===== config.mk =====
export PLATFORM = sky130hd
export DESIGN_NAME = sys_bus_bridge
export DESIGN_NICKNAME = d
export VERILOG_FILES = /design/src/rtl/bus_pkg.sv /design/src/rtl/bus_addr_decode.sv /design/src/rtl/sys_bus_bridge.sv
export SDC_FILE = /design/constraint.sdc
export NUM_CORES = 1
export LEC_CHECK = 0
export ABC_AREA = 1
export CORE_ASPECT_RATIO = 2
export CORE_MARGIN = 3
export CORE_UTILIZATION = 42
export CTS_CLUSTER_SIZE = 28
export DETAILED_ROUTE_END_ITERATION = 6
export GPL_TIMING_DRIVEN = 0
export PLACE_DENSITY = 0.81
export SLEW_MARGIN = 20
export SYNTH_ARGS = -nofsm -noshare
export SYNTH_HDL_FRONTEND = slang
export SYNTH_SLANG_ARGS = --single-unit

===== constraint.sdc =====
create_clock -name clk -period 5.39 [get_ports clk]
set_input_delay 0.539 -clock clk [delete_from_list [all_inputs] [get_ports clk]]
set_output_delay 0.539 -clock clk [all_outputs]
set_load 0.02 [all_outputs]

===== src/rtl/bus_pkg.sv =====
// Shared definitions for the system-bus bridge: FSM state encoding, the default
// memory map, and the timeout-counter width check.
package bus_pkg;

  typedef enum logic [1:0] {
    ST_IDLE = 2'd0,
    ST_BUSY = 2'd1,
    ST_RESP = 2'd2
  } bus_state_e;

  localparam logic [31:0] DM_BASE   = 32'h0000_0000;
  localparam logic [31:0] DM_LIMIT  = 32'h0000_2fff;
  localparam logic [31:0] TC0_BASE  = 32'h0000_7f00;
  localparam logic [31:0] TC0_LIMIT = 32'h0000_7f0b;
  localparam logic [31:0] TC1_BASE  = 32'h0000_7f10;
  localparam logic [31:0] TC1_LIMIT = 32'h0000_7f1b;
  localparam logic [31:0] IG_BASE   = 32'h0000_7f20;
  localparam logic [31:0] IG_LIMIT  = 32'h0000_7f2b;

  // True when a to_w-bit counter can reach timeout-1 and timeout is usable.
  function automatic bit to_w_fits(input int unsigned to_w, input int unsigned timeout);
    return (timeout >= 32'd2) && (to_w <= 32'd31) && (64'(timeout) <= (64'd1 << to_w));
  endfunction

endpackage


===== src/rtl/bus_addr_decode.sv =====
// Combinational address decoder: one-hot hit vector with lowest-index priority
// on overlapping windows, plus a miss flag for unmapped addresses.
module bus_addr_decode
  import bus_pkg::*;
#(
  parameter int unsigned              NUM_DEV   = 3,
  parameter logic [NUM_DEV*32-1:0]    DEV_BASE  = {TC1_BASE, TC0_BASE, DM_BASE},
  parameter logic [NUM_DEV*32-1:0]    DEV_LIMIT = {TC1_LIMIT, TC0_LIMIT, DM_LIMIT}
) (
  input  logic [31:0]        addr,
  output logic [NUM_DEV-1:0] hit,
  output logic               miss
);

  logic [NUM_DEV-1:0] raw_hit_s;

  // Per-slot inclusive window compare.
  always_comb begin
    raw_hit_s = '0;
    for (int i = 0; i < int'(NUM_DEV); i++) begin
      raw_hit_s[i] = (addr >= DEV_BASE[32*i +: 32]) && (addr <= DEV_LIMIT[32*i +: 32]);
    end
  end

  // Isolate the lowest set bit so the lowest-index window wins.
  assign hit  = raw_hit_s & (~raw_hit_s + NUM_DEV'(1));
  assign miss = ~|raw_hit_s;

endmodule


===== src/rtl/sys_bus_bridge.sv =====
// Registered CPU-to-slave system-bus bridge with address decode, ack/timeout
// handling and error-address capture. Optional posted writes: BRIDGE_WRITE_POST_EN.
module sys_bus_bridge
  import bus_pkg::*;
#(
  parameter int unsigned           NUM_DEV   = 3,
  parameter logic [NUM_DEV*32-1:0] DEV_BASE  = {TC1_BASE, TC0_BASE, DM_BASE},
  parameter logic [NUM_DEV*32-1:0] DEV_LIMIT = {TC1_LIMIT, TC0_LIMIT, DM_LIMIT},
  parameter int unsigned           TIMEOUT   = 16,
  parameter int unsigned           TO_W      = 5
) (
  input  logic                  clk,
  input  logic                  reset,
  input  logic                  cpu_req,
  input  logic [31:0]           cpu_addr,
  input  logic [3:0]            cpu_byteen,
  input  logic [31:0]           cpu_wdata,
  output logic                  cpu_ack,
  output logic                  cpu_err,
  output logic [31:0]           cpu_rdata,
  output logic [31:0]           err_addr,
`ifdef BRIDGE_WRITE_POST_EN
  output logic                  err_addr_vld,
`endif
  output logic [NUM_DEV-1:0]    dev_sel,
  output logic [31:0]           dev_addr,
  output logic [3:0]            dev_byteen,
  output logic [31:0]           dev_wdata,
  input  logic [NUM_DEV*32-1:0] dev_rdata,
  input  logic [NUM_DEV-1:0]    dev_ack
);

  if (!to_w_fits(TO_W, TIMEOUT)) begin : g_bad_to_w
    $error("sys_bus_bridge: TO_W too narrow for TIMEOUT or TIMEOUT < 2");
  end

  bus_state_e         state_r, state_d;
  logic               cpu_ack_r, cpu_ack_d;
  logic               cpu_err_r, cpu_err_d;
  logic [31:0]        cpu_rdata_r, cpu_rdata_d;
  logic [31:0]        err_addr_r, err_addr_d;
  logic [NUM_DEV-1:0] dev_sel_r, dev_sel_d;
  logic [31:0]        dev_addr_r, dev_addr_d;
  logic [3:0]         dev_byteen_r, dev_byteen_d;
  logic [31:0]        dev_wdata_r, dev_wdata_d;
  logic [TO_W-1:0]    to_cnt_r, to_cnt_d;
  logic [NUM_DEV-1:0] hit_s;
  logic               miss_s;
  logic               ack_sel_s;
  logic [31:0]        rdata_sel_s;
`ifdef BRIDGE_WRITE_POST_EN
  logic               posted_r, posted_d;
  logic               err_vld_r, err_vld_d;
`endif

  bus_addr_decode #(
    .NUM_DEV   (NUM_DEV),
    .DEV_BASE  (DEV_BASE),
    .DEV_LIMIT (DEV_LIMIT)
  ) u_decode (
    .addr (cpu_addr),
    .hit  (hit_s),
    .miss (miss_s)
  );

  // Only the selected slot's ack and read data are visible; others are masked.
  always_comb begin
    rdata_sel_s = 32'h0;
    for (int i = 0; i < int'(NUM_DEV); i++) begin
      rdata_sel_s = rdata_sel_s | (dev_rdata[32*i +: 32] & {32{dev_sel_r[i]}});
    end
  end
  assign ack_sel_s = |(dev_ack & dev_sel_r);

  // Next-state and next-output logic.
  always_comb begin
    state_d      = state_r;
    cpu_ack_d    = 1'b0;
    cpu_err_d    = 1'b0;
    cpu_rdata_d  = cpu_rdata_r;
    err_addr_d   = err_addr_r;
    dev_sel_d    = dev_sel_r;
    dev_addr_d   = dev_addr_r;
    dev_byteen_d = dev_byteen_r;
    dev_wdata_d  = dev_wdata_r;
    to_cnt_d     = to_cnt_r;
`ifdef BRIDGE_WRITE_POST_EN
    posted_d     = posted_r;
    err_vld_d    = err_vld_r;
`endif
    case (state_r)
      ST_IDLE: begin
        if (cpu_req) begin
          dev_addr_d   = cpu_addr;
          dev_byteen_d = cpu_byteen;
          dev_wdata_d  = cpu_wdata;
          to_cnt_d     = '0;
          if (miss_s) begin
            state_d     = ST_RESP;
            cpu_ack_d   = 1'b1;
            cpu_err_d   = 1'b1;
            cpu_rdata_d = 32'h0;
            err_addr_d  = cpu_addr;
          end else begin
            state_d   = ST_BUSY;
            dev_sel_d = hit_s;
`ifdef BRIDGE_WRITE_POST_EN
            posted_d  = (cpu_byteen != 4'b0000);
            cpu_ack_d = (cpu_byteen != 4'b0000);
`endif
          end
        end else begin
          state_d = ST_IDLE;
        end
      end
      ST_BUSY: begin
        if (ack_sel_s) begin
          dev_sel_d   = '0;
          to_cnt_d    = '0;
          state_d     = ST_RESP;
          cpu_ack_d   = 1'b1;
          cpu_rdata_d = (dev_byteen_r != 4'b0000) ? 32'h0 : rdata_sel_s;
`ifdef BRIDGE_WRITE_POST_EN
          // A posted write was already acknowledged to the CPU.
          if (posted_r) begin
            state_d     = ST_IDLE;
            cpu_ack_d   = 1'b0;
            cpu_rdata_d = cpu_rdata_r;
            posted_d    = 1'b0;
          end else begin
            posted_d    = 1'b0;
          end
`endif
        end else if (to_cnt_r == TO_W'(TIMEOUT - 1)) begin
          dev_sel_d   = '0;
          to_cnt_d    = '0;
          err_addr_d  = dev_addr_r;
          state_d     = ST_RESP;
          cpu_ack_d   = 1'b1;
          cpu_err_d   = 1'b1;
          cpu_rdata_d = 32'h0;
`ifdef BRIDGE_WRITE_POST_EN
          if (posted_r) begin
            state_d     = ST_IDLE;
            cpu_ack_d   = 1'b0;
            cpu_err_d   = 1'b0;
            cpu_rdata_d = cpu_rdata_r;
            err_vld_d   = 1'b1;
            posted_d    = 1'b0;
          end else begin
            posted_d    = 1'b0;
          end
`endif
        end else begin
          to_cnt_d = to_cnt_r + TO_W'(1);
        end
      end
      ST_RESP: begin
        state_d = ST_IDLE;
      end
      default: begin
        state_d   = ST_IDLE;
        dev_sel_d = '0;
      end
    endcase
  end

  // State and output registers.
  always_ff @(posedge clk or posedge reset) begin
    if (reset) begin
      state_r      <= ST_IDLE;
      cpu_ack_r    <= 1'b0;
      cpu_err_r    <= 1'b0;
      cpu_rdata_r  <= 32'h0;
      err_addr_r   <= 32'h0;
      dev_sel_r    <= '0;
      dev_addr_r   <= 32'h0;
      dev_byteen_r <= 4'h0;
      dev_wdata_r  <= 32'h0;
      to_cnt_r     <= '0;
`ifdef BRIDGE_WRITE_POST_EN
      posted_r     <= 1'b0;
      err_vld_r    <= 1'b0;
`endif
    end else begin
      state_r      <= state_d;
      cpu_ack_r    <= cpu_ack_d;
      cpu_err_r    <= cpu_err_d;
      cpu_rdata_r  <= cpu_rdata_d;
      err_addr_r   <= err_addr_d;
      dev_sel_r    <= dev_sel_d;
      dev_addr_r   <= dev_addr_d;
      dev_byteen_r <= dev_byteen_d;
      dev_wdata_r  <= dev_wdata_d;
      to_cnt_r     <= to_cnt_d;
`ifdef BRIDGE_WRITE_POST_EN
      posted_r     <= posted_d;
      err_vld_r    <= err_vld_d;
`endif
    end
  end

  assign cpu_ack    = cpu_ack_r;
  assign cpu_err    = cpu_err_r;
  assign cpu_rdata  = cpu_rdata_r;
  assign err_addr   = err_addr_r;
  assign dev_sel    = dev_sel_r;
  assign dev_addr   = dev_addr_r;
  assign dev_byteen = dev_byteen_r;
  assign dev_wdata  = dev_wdata_r;
`ifdef BRIDGE_WRITE_POST_EN
  assign err_addr_vld = err_vld_r;
`endif

endmodule


==> summary.txt <==
Minimum hold slack = 0.470 ns
CP endpoint kind = register
Grt ovf = 0
Inst Count DP = 1382
Relative slew slack = 0.638
Layout Skew = 0.0114 ns
Met3 Use GR = 0.0508
Status = complete, no violations
Post-cts repair resize count = 0
Top Family by Delay on Critical Path = simple AND/OR/NAND/NOR gates
Setup ws final = 3.25 ns
Antenna cells = 0
Clk Latency, worst-skew pair = 0.42 ns
Worst Setup EP = err_addr[10]$_DFFE_PP0P_
GR Util All Layers = 0.260
First-pass GRT wire length = 35900 um
Final routed DRC violation total = 0
Highest Clock Rate = 467 MHz
Area Growth Syn to Fin = 58.1%
Required @ worst endpoint = 5.70 ns
Crit path depth = 12
FF-to-FF Start = dev_sel[2]$_DFFE_PP0P_
Area of the core = 15900 sq um
Non-Filler Instances = 1414
Io pins = 307
Register bit total from synthesis = 144
Pre-CTS setup slack = 2.75 ns
Cell Pwr Density = 295 nW/um^2
Critical Path Start = cpu_addr[27]
Initial core utilization = 0.433
VDD IR max = 0.000228 V
Cell variety after synth = 29
Period Utilization, post-route = 0.398
# Post-CTS Setup Buffers = 0
R2R Setup Slk = 3.46 ns
Critical path's most frequent cell = nand2_1
CP max-delay cell = clkdlybuf4s50_1
WP data arrival = 2.45 ns
Layout Utilization = 0.684
Final estimated routing congestion in global placement = 0.863
Syn_nets = 1045
Hold Path Class = register to register
Area of the mapped netlist = 6860 sq um
CTS tree = built
Router iterations before antenna repair = 5
Clk sink count = 144
Max clock buf depth = 2
Crit Path Max Fanout = 10
Largest net degree at the start of global routing = 87
Max incr delay on CP = 0.46 ns
Cell leakage power = 5.13 nW
Gr busiest metal = met2
Die height = 187 um
Slew @ Worst Pin = 0.539 ns
TritonCTS Buffers = 17
Worst R2R End = err_addr[19]$_DFFE_PP0P_
Final hold vios = 0
RSZ-0062 raised after global routing = no
Worst-path clk slew = 0.06 ns
Yosys warns = 0
Root Buffer = clkbuf_16
Routed Antenna Nets = 0
Die W = 96.4 um
CP startpoint kind = input port
Row Count = 65
Fraction of layout instances using a drive strength above 1 = 0.0725
Depth of the worst register-to-register path = 9
Cells after Synth = 874
Worst path bufs/invs = 2
Avg Inst Size Synth = 7.85 sq um
Final HPWL DP = 18000 um
Post-synthesis sequential area ratio = 0.525
Initial antenna violation count = 0
Max-cap viol count = 0
DR WL/cell = 16.5 um
Max-slew violations = 0
Cell Chain, Critical Path = clkdlybuf4s50_1 > nor2_1 > nand2_1 > nor2_1 > nand2_1 > nor2_4 > nand2_1 > nand4_4 > nand2_2 > buf_2 > nand2_1 > nand2_1
Die area = 18000 sq um
Vias = 6974
DRT Wirelength = 23400 um
GR met2 Demand/Resource = 0.501
Post-cts hold buffer count = 0
GR met1 Demand/Resource = 0.254
Final setup violating endpoints = 0
Kind of critical path = input port to register
Vias per cell = 4.93
H-tree Lvls = 4
Initial DRC count = 344
Nets = 1371
Vias in the first global route = 7093
Port bufs = 306
Final min period = 2.14 ns
## report_power, final
| part | internal, W | total [W] | switching [W] |
|---|---|---|---|
| combinational | 0.000340 | 0.000683 | 0.000343 |
| sequential | 0.00118 | 0.00125 | 0.0000648 |
| clock | 0.000784 | 0.00127 | 0.000482 |
## metal layers
layer	wire length (um)	share of wire
met5	0	0
met4	844	0.036
met3	1440	0.062
met2	13100	0.56
met1	7970	0.34
## flip-flops by register name, summed over array words and instances, names as in the netlist
register / flops
cpu_err: 1
dev_sel: 3
to_cnt_r: 5
err_addr: 32
cpu_ack: 1
cpu_rdata: 32
dev_addr: 32
dev_byteen: 4
state_r: 2
dev_wdata: 32
## placed cells by master (no fill, tap or decap), types with 7 or more instances in the layout
cell type / n
o21ai_0: 69
dfrtp_1: 144
nand4_1: 7
clkbuf_16: 17
nor2_1: 20
inv_1: 37
clkdlybuf4s50_1: 306
nand3_2: 20
nand3_1: 84
buf_2: 21
nand2_1: 421
clkbuf_1: 25
## metrics by stage
step	power [W]	setup TNS [ns]	area, sq um
after global routing	0.00332	0	10800
final	0.00320	0	10800
after global placement	0.00193	-146.91	10200
after detailed placement	0.00195	0	10200
after CTS	0.00322	0	10800
after floorplan	0.00154	0	6860
## area by class of cell
type	count	area [sq um]
fillers	1322	5020
flip-flops and latches	144	3600
repair buffers	307	3090
multi-input cells	638	2810
clock buffers	18	429
plain buffers	52	293
well taps	201	251
clock inverters	14	205
inverters	40	158
## how the worst min path moves through the flow
stage                                   start                         to  cells past startpoint
floorplan             to_cnt_r[4]$_DFFE_PP0P_    to_cnt_r[4]$_DFFE_PP0P_                      2
global placement     dev_wdata[2]$_DFFE_PP0P_   dev_wdata[2]$_DFFE_PP0P_                      2
detailed placement  dev_wdata[29]$_DFFE_PP0P_  dev_wdata[29]$_DFFE_PP0P_                      2
CTS                 dev_wdata[29]$_DFFE_PP0P_  dev_wdata[29]$_DFFE_PP0P_                      2
global route        dev_wdata[30]$_DFFE_PP0P_  dev_wdata[30]$_DFFE_PP0P_                      2
finish              dev_wdata[12]$_DFFE_PP0P_  dev_wdata[12]$_DFFE_PP0P_                      2
## synth_stat cells
library cell	n	share of area
nor2_1	20	0.011
nor2_2	1	0.00091
nor3_2	1	0.0015
nand4_4	1	0.0031
nand3_1	84	0.061
nor2_4	1	0.0016
o21ai_1	1	0.00073
nor3b_1	1	0.0011
buf_2	21	0.015
o21ai_0	69	0.050
nand2_1	421	0.23
or4_1	1	0.0011
ha_1	1	0.0018
buf_8	1	0.0022
buf_12	3	0.0088
nand3_2	20	0.029
buf_4	1	0.0011
inv_2	2	0.0011
and3_1	1	0.00091
clkbuf_1	24	0.013
buf_6	1	0.0016
inv_1	38	0.021
a32o_1	2	0.0029
xor2_1	2	0.0026
nor3_1	2	0.0015
buf_1	1	0.00055
nand2_2	2	0.0018
dfrtp_1	144	0.53
nand4_1	7	0.0064
## tightest hold or removal path: cells and delay by family (launching register included)
| family | cells | cell delay (ns) |
|---|---|---|
| DFF | 1 | 0.34 |
| and+or+nand+nor | 2 | 0.10 |
## kinds of logic after synthesis
family / share of synthesized area
simple gates: 0.352
flops: 0.525
buf+inv: 0.0646
compound gates: 0.0540
xor+xnor: 0.00255
fa+ha+maj: 0.00182
Power figures use the tool's default switching activity.
